$ cat config.mk
export PLATFORM = sky130hd
export DESIGN_NAME = branch_target_predictor
export DESIGN_NICKNAME = d
export VERILOG_FILES = /design/src/rtl/branch_target_predictor_pkg.sv /design/src/rtl/branch_target_predictor_sat_counter.sv /design/src/rtl/branch_target_predictor.sv
export SDC_FILE = /design/constraint.sdc
export NUM_CORES = 1
export LEC_CHECK = 0
export BUFFER_PORTS_ARGS = -buffer_cell sky130_fd_sc_hd__buf_2
export CORE_MARGIN = 2
export CORE_UTILIZATION = 61
export CTS_CLUSTER_DIAMETER = 100
export CTS_CLUSTER_SIZE = 40
export DETAILED_ROUTE_END_ITERATION = 10
export GPL_ROUTABILITY_DRIVEN = 0
export PLACE_DENSITY_LB_ADDON = 0.25
export SYNTH_ARGS = -nofsm -noshare
export SYNTH_HDL_FRONTEND = slang
export SYNTH_SLANG_ARGS = --single-unit
$ cat constraint.sdc
create_clock -name clk -period 4.5 [get_ports clk]
set_input_delay 0.9 -clock clk [delete_from_list [all_inputs] [get_ports clk]]
set_output_delay 0.9 -clock clk [all_outputs]
set_load 0.02 [all_outputs]
$ cat src/rtl/branch_target_predictor_pkg.sv
// Shared definitions for the branch target predictor.
//   bp_state_t  : table controller states (CLEAR sweep, RUN)
//   weak_nt/t   : weakly-not-taken / weakly-taken counter values for a width
//   sat_update  : saturating +1/-1 of a direction counter of a given width
// Helpers work on 32-bit values; callers cast down to the counter width.
package bp_pkg;

   typedef enum logic {
      CLEAR,
      RUN
   } bp_state_t;

   // MSB 0, remaining bits 1
   function automatic logic [31:0] weak_nt(input int unsigned w);
      return (32'd1 << (w - 1)) - 32'd1;
   endfunction

   // MSB 1, remaining bits 0
   function automatic logic [31:0] weak_t(input int unsigned w);
      return 32'd1 << (w - 1);
   endfunction

   function automatic logic [31:0] sat_update(input logic [31:0] v,
                                              input logic        up,
                                              input int unsigned w);
      logic [31:0] max;
      max = (w >= 32) ? '1 : ((32'd1 << w) - 32'd1);
      if (up)
         return (v == max) ? v : v + 32'd1;
      else
         return (v == '0) ? v : v - 32'd1;
   endfunction

endpackage

$ cat src/rtl/branch_target_predictor_sat_counter.sv
// Saturating up/down counter.
//   clk   : clock
//   clear : synchronous clear to zero (highest priority)
//   inc   : count up, holds at all-ones
//   dec   : count down, holds at zero (inc and dec together hold)
//   count : current value
module sat_counter #(
   parameter int unsigned W = 16
) (
   input  logic         clk,
   input  logic         clear,
   input  logic         inc,
   input  logic         dec,
   output logic [W-1:0] count
);

   always_ff @(posedge clk) begin
      if (clear)
         count <= '0;
      else if (inc && !dec && (count != '1))
         count <= count + 1'b1;
      else if (dec && !inc && (count != '0))
         count <= count - 1'b1;
   end

endmodule

$ cat src/rtl/branch_target_predictor.sv
// Fetch-stage branch predictor: direct-mapped table of tagged entries, each
// with a saturating direction counter and a branch target.
//   clk, rst          : clock, synchronous active-high reset
//   ready             : table initialised (low during the clear sweep)
//   lk_pc             : fetch PC looked up combinationally
//   lk_hit/lk_taken   : valid matching entry / predicted taken
//   lk_next_pc        : predicted next fetch PC
//   upd_*             : resolved conditional branch fed back from decode
//   redirect(_pc)     : mispredict flush and corrected PC
//   branch_cnt        : resolved branches since reset (saturating)
//   mispred_cnt       : mispredicts since reset (saturating)
module branch_target_predictor
   import bp_pkg::*;
#(
   parameter int unsigned PC_W  = 8,
   parameter int unsigned IDX_W = 4,
   parameter int unsigned CTR_W = 2,
   parameter int unsigned CNT_W = 16
) (
   input  logic             clk,
   input  logic             rst,
   output logic             ready,
   input  logic [PC_W-1:0]  lk_pc,
   output logic             lk_hit,
   output logic             lk_taken,
   output logic [PC_W-1:0]  lk_next_pc,
   input  logic             upd_valid,
   input  logic [PC_W-1:0]  upd_pc,
   input  logic             upd_taken,
   input  logic [PC_W-1:0]  upd_target,
   input  logic             upd_pred_taken,
   input  logic [PC_W-1:0]  upd_pred_target,
   output logic             redirect,
   output logic [PC_W-1:0]  redirect_pc,
   output logic [CNT_W-1:0] branch_cnt,
   output logic [CNT_W-1:0] mispred_cnt
);

   localparam int unsigned DEPTH = 1 << IDX_W;
   localparam int unsigned TAG_W = PC_W - IDX_W;
   localparam logic [CTR_W-1:0] CTR_WNT = CTR_W'(weak_nt(CTR_W));
   localparam logic [CTR_W-1:0] CTR_WT  = CTR_W'(weak_t(CTR_W));

   bp_state_t        state, state_nxt;
   logic [IDX_W-1:0] ptr, ptr_nxt;

   logic             tbl_valid  [DEPTH];
   logic [TAG_W-1:0] tbl_tag    [DEPTH];
   logic [CTR_W-1:0] tbl_ctr    [DEPTH];
   logic [PC_W-1:0]  tbl_target [DEPTH];

   // ---------------- controller ----------------
   always_ff @(posedge clk) begin
      if (rst) begin
         state <= CLEAR;
         ptr   <= '0;
      end else begin
         state <= state_nxt;
         ptr   <= ptr_nxt;
      end
   end

   always_comb begin
      state_nxt = state;
      ptr_nxt   = ptr;
      case (state)
         CLEAR: begin
            ptr_nxt = ptr + 1'b1;
            if (ptr == '1)
               state_nxt = RUN;
         end
         RUN: ;
         default: state_nxt = CLEAR;
      endcase
   end

   assign ready = (state == RUN);

   // ---------------- lookup port ----------------
   logic [IDX_W-1:0] lk_idx;
   logic [TAG_W-1:0] lk_tag;
   assign lk_idx = lk_pc[IDX_W-1:0];
   assign lk_tag = lk_pc[PC_W-1:IDX_W];

   assign lk_hit     = ready && tbl_valid[lk_idx] && (tbl_tag[lk_idx] == lk_tag);
   assign lk_taken   = lk_hit && tbl_ctr[lk_idx][CTR_W-1];
   assign lk_next_pc = lk_taken ? tbl_target[lk_idx] : lk_pc + 1'b1;

   // ---------------- training / sweep write port ----------------
   logic [IDX_W-1:0] up_idx;
   logic [TAG_W-1:0] up_tag;
   logic             up_hit;
   assign up_idx = upd_pc[IDX_W-1:0];
   assign up_tag = upd_pc[PC_W-1:IDX_W];
   assign up_hit = tbl_valid[up_idx] && (tbl_tag[up_idx] == up_tag);

   logic             we;
   logic [IDX_W-1:0] w_idx;
   logic             w_valid;
   logic [TAG_W-1:0] w_tag;
   logic [CTR_W-1:0] w_ctr;
   logic [PC_W-1:0]  w_target;

   // Writes are suppressed in the rst cycle; the sweep that follows
   // rebuilds every entry anyway.
   always_comb begin
      we       = 1'b0;
      w_idx    = ptr;
      w_valid  = 1'b0;
      w_tag    = '0;
      w_ctr    = CTR_WNT;
      w_target = '0;
      if (!rst) begin
         if (state == CLEAR) begin
            we = 1'b1;
         end else if (upd_valid) begin
            we      = 1'b1;
            w_idx   = up_idx;
            w_valid = 1'b1;
            w_tag   = up_tag;
            if (up_hit) begin
               w_ctr    = CTR_W'(sat_update(32'(tbl_ctr[up_idx]), upd_taken, CTR_W));
               w_target = upd_taken ? upd_target : tbl_target[up_idx];
            end else begin
               w_ctr    = upd_taken ? CTR_WT : CTR_WNT;
               w_target = upd_target;
            end
         end
      end
   end

   always_ff @(posedge clk) begin
      if (we) begin
         tbl_valid[w_idx]  <= w_valid;
         tbl_tag[w_idx]    <= w_tag;
         tbl_ctr[w_idx]    <= w_ctr;
         tbl_target[w_idx] <= w_target;
      end
   end

   // ---------------- redirect ----------------
   assign redirect = ready && upd_valid &&
                     ((upd_pred_taken != upd_taken) ||
                      (upd_taken && upd_pred_taken && (upd_pred_target != upd_target)));
   assign redirect_pc = upd_taken ? upd_target : upd_pc + 1'b1;

   // ---------------- performance counters ----------------
   sat_counter #(.W(CNT_W)) u_branch_cnt (
      .clk   (clk),
      .clear (rst),
      .inc   (ready && upd_valid),
      .dec   (1'b0),
      .count (branch_cnt)
   );

   sat_counter #(.W(CNT_W)) u_mispred_cnt (
      .clk   (clk),
      .clear (rst),
      .inc   (redirect),
      .dec   (1'b0),
      .count (mispred_cnt)
   );

endmodule

==> results of run 1 <==
==> placed cells by master, fill, tap and decap left out, drive strengths merged, types with 4 or more instances in the layout <==
cell,Yosys,routed
clkbuf,22,13
nand3,23,23
dfxtp,37,37
xnor2,29,29
inv,11,14
mux2i,30,30
nor2,64,64
nor4,6,6
edfxtp,240,240
nor2b,6,6
nand4,14,14
nor3,10,10
nand2,48,48
a31oi,4,4
and4,4,4
nand2b,4,4
mux2,9,9
mux4,131,131
and3,6,6
o21ai,11,11
and2,5,5
ha,6,6
a21oi,9,9
xor2,36,36
buf,32,137
==> state kept, by name, indices dropped and copies added, names as in the netlist <==
register,flops
tbl_ctr,32
u_branch_cnt.count,16
tbl_tag,64
ptr,4
u_mispred_cnt.count,16
tbl_valid,16
ready,1
tbl_target,128
==> layout make-up <==
cell class                 count  area (sq um)  share of cell area, %
clock buffer                  13           304                   2.03
clock inverter                 3          43.8                  0.293
inverter                      11          41.3                  0.276
multi-input combinational    486          5320                   35.6
sequential                   277          7950                   53.1
tap                          280           350                   2.34
timing repair buffer         137           955                   6.38
==> stage by stage <==
stage	utilization, %	cells	hold WS [ps]
CTS	68.6	1207	504
global placement	66.9	1191	473
global route	68.6	1207	546
floorplan	-	828	537
finish	68.6	1207	513
detailed placement	66.9	1191	485
==> logic make-up (layout without fill, tap and decap cells) <==
| kind of cell | after synthesis | after routing | share of synthesized area, % |
|---|---|---|---|
| AND/OR/NAND/NOR | 203 | 203 | 7.25 |
| AO/OA/AOI/OAI | 42 | 42 | 2.08 |
| flip-flops | 277 | 277 | 58.7 |
| buffers and inverters | 65 | 164 | 2.36 |
| multiplexers | 170 | 170 | 24.9 |
| XOR/XNOR | 65 | 65 | 4.20 |
| adder cells (fa/ha/maj) | 6 | 6 | 0.554 |
==> per-layer routing <==
metal	vias to the layer above	share of wire [%]	track usage (%)
met4	0	2.6	8.69
met2	593	49	47.0
met1	4272	38	42.1
li1	3482	-	-
met5	-	0	0
met3	69	10	4.88
==> power by group through the flow <==
stage	clock (uW)	combinational, uW	sequential [uW]
after floorplan	0	294	2840
after global placement	0	434	2850
after detailed placement	0	440	2850
after CTS	1320	444	2790
after global routing	1390	470	2800
final	1310	444	2790
==> worst register-to-register path: cells and delay by family, from the launching register on <==
family / cells / cell delay [ps]
mux: 2 / 1430
compound gates: 2 / 490
flops: 1 / 450
simple gates: 2 / 350
buf+inv: 1 / 200
xor+xnor: 1 / 170
==> worst max path at each step <==
| stage | start | endpoint | slack [ps] | cells past startpoint |
|---|---|---|---|---|
| global placement | lk_pc[1] | lk_next_pc[4] | -50 | 9 |
| finish | lk_pc[1] | lk_next_pc[1] | 140 | 10 |
| floorplan | lk_pc[0] | lk_next_pc[0] | 450 | 10 |
| global route | lk_pc[1] | lk_next_pc[1] | 6 | 10 |
| detailed placement | lk_pc[1] | lk_next_pc[1] | -120 | 9 |
| CTS | lk_pc[1] | lk_next_pc[1] | 110 | 10 |
==> flow_summary_export.csv, run 1 <==
group,metric,value,unit
setup_path,r2r_end,"tbl_target[12][1]",
setup_path,crit_required,3600,ps
cts,numClockSinks,277,
setup_path,cp_cell_sequence,"buf_2 > buf_12 > mux4_2 > mux2i_1 > mux2i_1 > xnor2_1 > nand4_1 > and4b_2 > mux2_1 > buf_2",
die,fp.dieH,153,um
timing,slew_headroom,19.6,%
place,hpwl,23500,um
timing,fin_crit_sh,96.8,%
yosys,synthCells,828,
power_and_ir_drop,p_seq_share,61.4,%
cts,post_cts_resized,2,
power_and_ir_drop,vdd_ir_drop_max,0.326,mV
yosys,synth_area_leaders,"edfxtp_1 53%, mux4_2 21%, dfxtp_1 5.5%",
setup_path,r2r_setup_slack,1040,ps
global_route,grt_usage,29.2,%
cts,tritoncts,"built",
place,port_buffers,88,
yosys,async_reset_ff_share,0,%
final_layout,drive_gt1_share,32.8,%
power_and_ir_drop,comb_power_share,9.8,%
cts,clkLatencyLatePin,510,ps
cts,cts_setup_buffers,0,
run_status,status,"complete, no violations",
yosys,synth_warnings,0,
setup_path,critPathLaunchType,"primary input",
cts,clkTransAtPathRegs,140,ps
cts,cts.htree.levels,1,
global_route,antenna_found_initial,0,
setup_path,setup.worst_path.end_class,"output pin",
setup_path,crit_slowest_cell,"and4b_2",
cts,cts.path.max_buffers,3,
setup_path,crit_type,"in2out",
final_layout,num-nets-final,967,
min_path,whs_endpoint,"u_mispred_cnt.count[1]",
die,die_w,153,um
die,placementRows,54,
timing,skew,26.9,ps
die,die-area,23400,sq um
yosys,synthFlopType,"edfxtp_1",
power_and_ir_drop,p_clk_share,28.8,%
yosys,syn_avg_cell_area,16.4,sq um
power_and_ir_drop,sw_frac_of_total,23.2,%
timing,tightest_slew,1170,ps
timing,slew_violations,0,
routing,drt-wirelength-per-cell,28.4,um
run,maxCapViolCount,0,
yosys,yosys-top-cells-count,"240 x edfxtp_1, 126 x mux4_2, 64 x nor2_1, 48 x nand2_1, 37 x dfxtp_1",
yosys,yosys.area.top_type,"edfxtp_1",
die,start_util,62.1,%
place,dp_worst_setup_slack,-119,ps
place,place_area,14600,sq um
cts,cts_made_buffers,11,
global_route,grt_max_degree,41,
timing,rsz0062_at_grt,"false",
setup_path,critical_path.top_delay_family,"multiplexers",
yosys,syn-cell-area,13500,sq um
global_route,grt-ovfl-total,0,
final_layout,nFillCells,1415,
cts,postCtsHoldBufs,0,
die,core_region_area,21800,sq um
setup_path,worstReg2RegStart,"tbl_tag[4][0]",
global_route,grt_pass1_vias,8406,
routing,dr.first_iter.drc_count,1042,
power_and_ir_drop,total_power,4550,uW
power_and_ir_drop,leakage,0.00544,uW
power_and_ir_drop,p_per_area,304,nW/um^2
timing,hold_viol_final,0,
min_path,holdPathStages,2,
global_route,grt_first_pass_wirelength,51500,um
yosys,ys_seq_elements,277,
routing,dr.pass1.iters,5,
setup_path,cp_max_fo,12,
final_layout,diodes,0,
min_path,hold_class,"reg2reg",
setup_path,arrival,3460,ps
final_layout,final_area,15000,sq um
yosys,synth-edff-count,240,
routing,vias,8416,
routing,avgViaCountPerCell,6.97,
die,ioPinCount,89,
yosys,synth_top_area_share,53.2,%
timing,finalSetupViolCount,0,
timing,fmax,230,MHz
setup_path,path_buf_inv,3,
timing,fin_setup_tns,0,ps
setup_path,reg2reg_depth,8,
cts,cts-root-buf,"clkbuf_16",
yosys,syn_nets,871,
power_and_ir_drop,switching_power,1060,uW
yosys,ys_types,56,
routing,postRouteWirelength,34300,um
yosys,ys_seq_area_share,58.7,%
timing,period_needed,4360,ps
final_layout,syn_to_final_growth,10.4,%
routing,drtAntennaViolNets,0,
routing,route.detailed.drc,0,
timing,finalWorstSetupSlack,144,ps
setup_path,max_stage_delay,560,ps
yosys,synth_most_common_cell,"edfxtp_1",
min_path,holdCritStartpoint,"u_mispred_cnt.count[1]",
power_and_ir_drop,intPower,3490,uW
Power figures use the tool's default switching activity.
==> inputs of run 2 (changes only) <==
CORE_UTILIZATION = 50   (was 61)
==> run 2 against run 1 <==
  * Register-to-register slack improved by 140 ps
  * Highest routed layer unchanged
  * Clock power decreased by 5%
  * Sequential power about the same
  * Global-route usage decreased by 4.7 points
==> flow_summary_export.csv, run 2 (same netlist as run 1, synthesis figures left out) <==
group,metric,value,unit
run_status,status,"complete, no violations",
timing,fin_setup_tns,0,ps
timing,slew_headroom,22.1,%
final_layout,drive_gt1_share,32.3,%
setup_path,cp_max_fo,29,
routing,avgViaCountPerCell,6.43,
timing,slew_violations,0,
setup_path,crit_required,3600,ps
place,port_buffers,88,
final_layout,final_area,14900,sq um
setup_path,reg2reg_depth,8,
routing,dr.pass1.iters,5,
setup_path,crit_type,"in2out",
global_route,grt_pass1_vias,7944,
min_path,hold_class,"reg2reg",
routing,drt-wirelength-per-cell,27.0,um
routing,drtAntennaViolNets,0,
run,maxCapViolCount,0,
final_layout,final_common_cell,"edfxtp_1",
place,place_area,14600,sq um
cts,clkTransAtPathRegs,130,ps
setup_path,worstSetupStartpoint,"lk_pc[1]",
timing,tightest_slew,1140,ps
setup_path,worstReg2RegStart,"tbl_tag[6][0]",
global_route,grt-ovfl-total,0,
final_layout,largest-register,"tbl_target",
final_layout,syn_to_final_growth,10.2,%
global_route,grt_usage,24.5,%
setup_path,cp_cell_sequence,"buf_2 > buf_12 > buf_4 > mux4_2 > mux4_2 > nand4_1 > and4b_2 > mux2_1 > buf_2",
timing,skew,43.1,ps
timing,fmax,229,MHz
min_path,holdPathStages,2,
final_layout,layout_common_cells,"240 x edfxtp_1, 126 x mux4_2, 86 x buf_2, 48 x nor2_1, 48 x nand2_1",
timing,rsz0062_at_grt,"false",
cts,numClockSinks,277,
routing,met3_wirelength,3140,um
final_layout,diodes,0,
setup_path,critPathLaunchType,"primary input",
die,die-area,28400,sq um
final_layout,largest_reg_flops,128,
routing,route.detailed.drc,0,
routing,vias,8127,
die,die_w,169,um
routing,route.met2.wl,16900,um
die,fp.dieH,169,um
place,hpwl,22600,um
setup_path,crit_slowest_cell,"mux4_2",
timing,hold_viol_final,0,
setup_path,arrival,3470,ps
power_and_ir_drop,vdd_ir_drop_max,0.206,mV
routing,top_layer_used,"met4",
global_route,antenna_found_initial,0,
die,core_region_area,26800,sq um
setup_path,max_stage_delay,480,ps
final_layout,num-nets-final,962,
timing,finalSetupViolCount,0,
cts,tritoncts,"built",
power_and_ir_drop,p_per_area,300,nW/um^2
routing,postRouteWirelength,34100,um
routing,met1_length,13500,um
cts,cts_setup_buffers,0,
cts,cts.path.max_buffers,3,
setup_path,setup.worst_path.end_class,"output pin",
cts,cts-root-buf,"clkbuf_16",
global_route,grt_first_pass_wirelength,51000,um
routing,dr.first_iter.drc_count,896,
cts,cts_made_buffers,11,
min_path,holdCritStartpoint,"u_mispred_cnt.count[1]",
cts,clkLatencyLatePin,500,ps
cts,cts.htree.levels,1,
setup_path,path_buf_inv,4,
die,placementRows,60,
setup_path,cp.depth,9,
timing,fin_crit_sh,97.2,%
final_layout,largest_registers,"tbl_target (128), tbl_tag (64), tbl_ctr (32)",
die,ioPinCount,89,
timing,period_needed,4370,ps
die,start_util,50.5,%
setup_path,critical_path.top_delay_family,"multiplexers",
global_route,grt_max_degree,42,
power_and_ir_drop,leakage,0.00539,uW
==> run 2: layout make-up <==
type | count | area, sq um
flip-flops and latches | 277 | 7950
clock inverters | 3 | 47.5
well taps | 341 | 427
inverters | 11 | 41.3
clock buffers | 14 | 287
multi-input cells | 486 | 5320
fillers | 2086 | 11900
repair buffers | 132 | 863
==> run 2: report_power, final <==
| group | switching (uW) | total (uW) | internal, uW |
|---|---|---|---|
| sequential | 13.2 | 2790 | 2780 |
| clock | 765 | 1240 | 480 |
| combinational | 245 | 438 | 193 |
| total | 1020 | 4470 | 3450 |
==> run 2: final timing paths <==
kind | to | slack (ps)
worst max-delay path | lk_next_pc[4] | 130
worst min-delay path | u_mispred_cnt.count[1] | 520
worst max register to register | tbl_target[11][1] | 1180
worst min register to register | u_mispred_cnt.count[1] | 520
==> run 2: stage by stage <==
step | hold WS, ps | instances | util [%] | power, uW | setup slack (ps)
6_report | 515 | 1264 | 55.7 | 4470 | 127
5_1_grt | 562 | 1264 | 55.7 | 4610 | 47.6
4_1_cts | 518 | 1264 | 55.7 | 4510 | 8.69
3_5_place_dp | 500 | 1247 | 54.5 | 3290 | 24.7
3_3_place_gp | 491 | 1247 | 54.5 | 3280 | 96.9
2_1_floorplan | 537 | 828 | - | 3140 | 450
==> run 2: per-layer routing <==
layer / GRT usage (%) / vias to the layer above
li1: - / 3487
met1: 35.2 / 4176
met2: 40.7 / 428
met3: 4.07 / 36
met4: 4.09 / 0
met5: 0 / -
==> run 2: worst reg2reg max path, cell delays in order, from the launching register on <==
cell	delay, ps
edfxtp_1	430
mux4_1	520
xor2_1	160
a22oi_1	180
nand4_1	220
a21oi_2	270
nand3_2	120
buf_12	170
mux2i_1	870
==> run 2: timing repair <==
item | CTS | global route
resized for setup | 0 | 1
setup endpoints to repair | 0 | 7
hold buffers | 0 | 0
==> inputs of run 3 (changes only) <==
CTS_BUF_LIST = sky130_fd_sc_hd__clkbuf_8 sky130_fd_sc_hd__clkbuf_16   (was default)
==> run 3 against run 2 <==
  * Fmax increased by 0.15%
  * Sequential share of layout area is the same
  * Setup slack better by 6.6 ps
  * Via count stayed put
  * Combinational power barely moved
  * Final area unchanged
  * Non-clock buffer count stayed put
  * Critical endpoint unchanged
  * Largest power group unchanged
  * Highest routed layer unchanged
==> flow_summary_export.csv, run 3 (same netlist as run 1, synthesis figures left out) <==
group,metric,value,unit
routing,dr.pass1.iters,5,
timing,tightest_slew,1120,ps
setup_path,cp_cell_sequence,"buf_2 > buf_12 > buf_4 > mux4_2 > mux4_2 > nand4_1 > and4b_2 > mux2_1 > buf_2",
min_path,hold_class,"reg2reg",
global_route,grt-ovfl-total,0,
cts,cts_made_buffers,11,
cts,numClockSinks,277,
setup_path,setup.worst_path.end_class,"output pin",
timing,skew,43.7,ps
final_layout,final_common_cell,"edfxtp_1",
cts,clkLatencyLatePin,500,ps
cts,cts-root-buf,"clkbuf_16",
die,start_util,50.5,%
timing,period_needed,4370,ps
cts,clkTransAtPathRegs,130,ps
die,ioPinCount,89,
final_layout,syn_to_final_growth,10.2,%
timing,fmax,229,MHz
final_layout,diodes,0,
global_route,antenna_found_initial,0,
setup_path,max_stage_delay,480,ps
routing,vias,8127,
run,maxCapViolCount,0,
timing,fin_setup_tns,0,ps
power_and_ir_drop,p_per_area,299,nW/um^2
cts,cts.path.max_buffers,3,
timing,finalSetupViolCount,0,
setup_path,crit_type,"in2out",
place,hpwl,22600,um
final_layout,num-nets-final,962,
die,core_region_area,26800,sq um
final_layout,drive_gt1_share,32.3,%
routing,drtAntennaViolNets,0,
global_route,grt_pass1_vias,7944,
routing,route.detailed.drc,0,
min_path,holdPathStages,2,
place,dp_worst_setup_slack,24.7,ps
routing,avgViaCountPerCell,6.43,
final_layout,largest_reg_flops,128,
global_route,grt_max_degree,42,
routing,dr.first_iter.drc_count,896,
final_layout,layout_common_cells,"240 x edfxtp_1, 126 x mux4_2, 86 x buf_2, 48 x nor2_1, 48 x nand2_1",
die,die-area,28400,sq um
routing,postRouteWirelength,34100,um
setup_path,critPathLaunchType,"primary input",
run_status,status,"complete, no violations",
setup_path,crit_slowest_cell,"mux4_2",
final_layout,largest_registers,"tbl_target (128), tbl_tag (64), tbl_ctr (32)",
timing,hold_viol_final,0,
global_route,grt_usage,24.5,%
routing,drt-wirelength-per-cell,27.0,um
timing,rsz0062_at_grt,"false",
power_and_ir_drop,vdd_ir_drop_max,0.207,mV
setup_path,crit_required,3600,ps
timing,slew_headroom,23.3,%
cts,postCtsHoldBufs,0,
die,fp.dieH,169,um
power_and_ir_drop,leakage,0.00540,uW
setup_path,arrival,3470,ps
global_route,grt_first_pass_wirelength,51000,um
die,die_w,169,um
setup_path,reg2reg_depth,8,
timing,whs,515,ps
timing,slew_violations,0,
cts,cts.htree.levels,1,
timing,finalWorstSetupSlack,133,ps
place,port_buffers,88,
setup_path,cp_max_fo,29,
cts,tritoncts,"built",
final_layout,largest-register,"tbl_target",
timing,fin_crit_sh,97.0,%
die,placementRows,60,
==> run 3: metal layers <==
metal	share of wire, %	up-vias	global-route usage (%)	wire length [um]
li1	-	3487	-	-
met5	0	-	0	0
met4	1.7	0	4.09	573
met2	50	424	40.7	16900
met1	40	4175	35.2	13700
met3	8.7	41	4.07	2960
==> run 3: path summary, 6_finish.rpt <==
kind,from,end,slack (ps)
worst max-delay path,lk_pc[1],lk_next_pc[4],130
worst min-delay path,u_mispred_cnt.count[1],u_mispred_cnt.count[1],520
worst max register to register,tbl_tag[6][0],tbl_target[11][1],1170
worst min register to register,u_mispred_cnt.count[1],u_mispred_cnt.count[1],520
==> run 3: cell type report <==
| class | instances | area (sq um) |
|---|---|---|
| multi-input cells | 486 | 5320 |
| well taps | 341 | 427 |
| clock buffers | 11 | 275 |
| clock inverters | 6 | 58.8 |
| fillers | 2086 | 11900 |
| inverters | 11 | 41.3 |
| repair buffers | 132 | 863 |
| flip-flops and latches | 277 | 7950 |
==> run 3: critical path, delay by kind of cell <==
family / cells / cell delay [ps]
muxes: 3 / 1210
buffers and inverters: 4 / 850
and+or+nand+nor: 2 / 480
==> run 3: stage by stage <==
| step | cells | area (sq um) | total power (uW) | util (%) |
|---|---|---|---|---|
| 6_report | 1264 | 14900 | 4470 | 55.7 |
| 5_1_grt | 1264 | 14900 | 4600 | 55.7 |
| 4_1_cts | 1264 | 14900 | 4500 | 55.7 |
| 3_5_place_dp | 1247 | 14600 | 3290 | 54.5 |
| 3_3_place_gp | 1247 | 14600 | 3280 | 54.5 |
| 2_1_floorplan | 828 | 13500 | 3140 | - |
==> run 3: repair_timing <==
action                                 in CTS  in global routing
buffers inserted                            0                  0
setup endpoints to repair                   0                  7
endpoints found under the hold margin       0                  0
resized for setup                           0                  1
==> run 3: power breakdown <==
part           internal (uW)  switching (uW)
logic                    193             245
registers               2780            13.1
clock network            473             764
total                   3440            1020
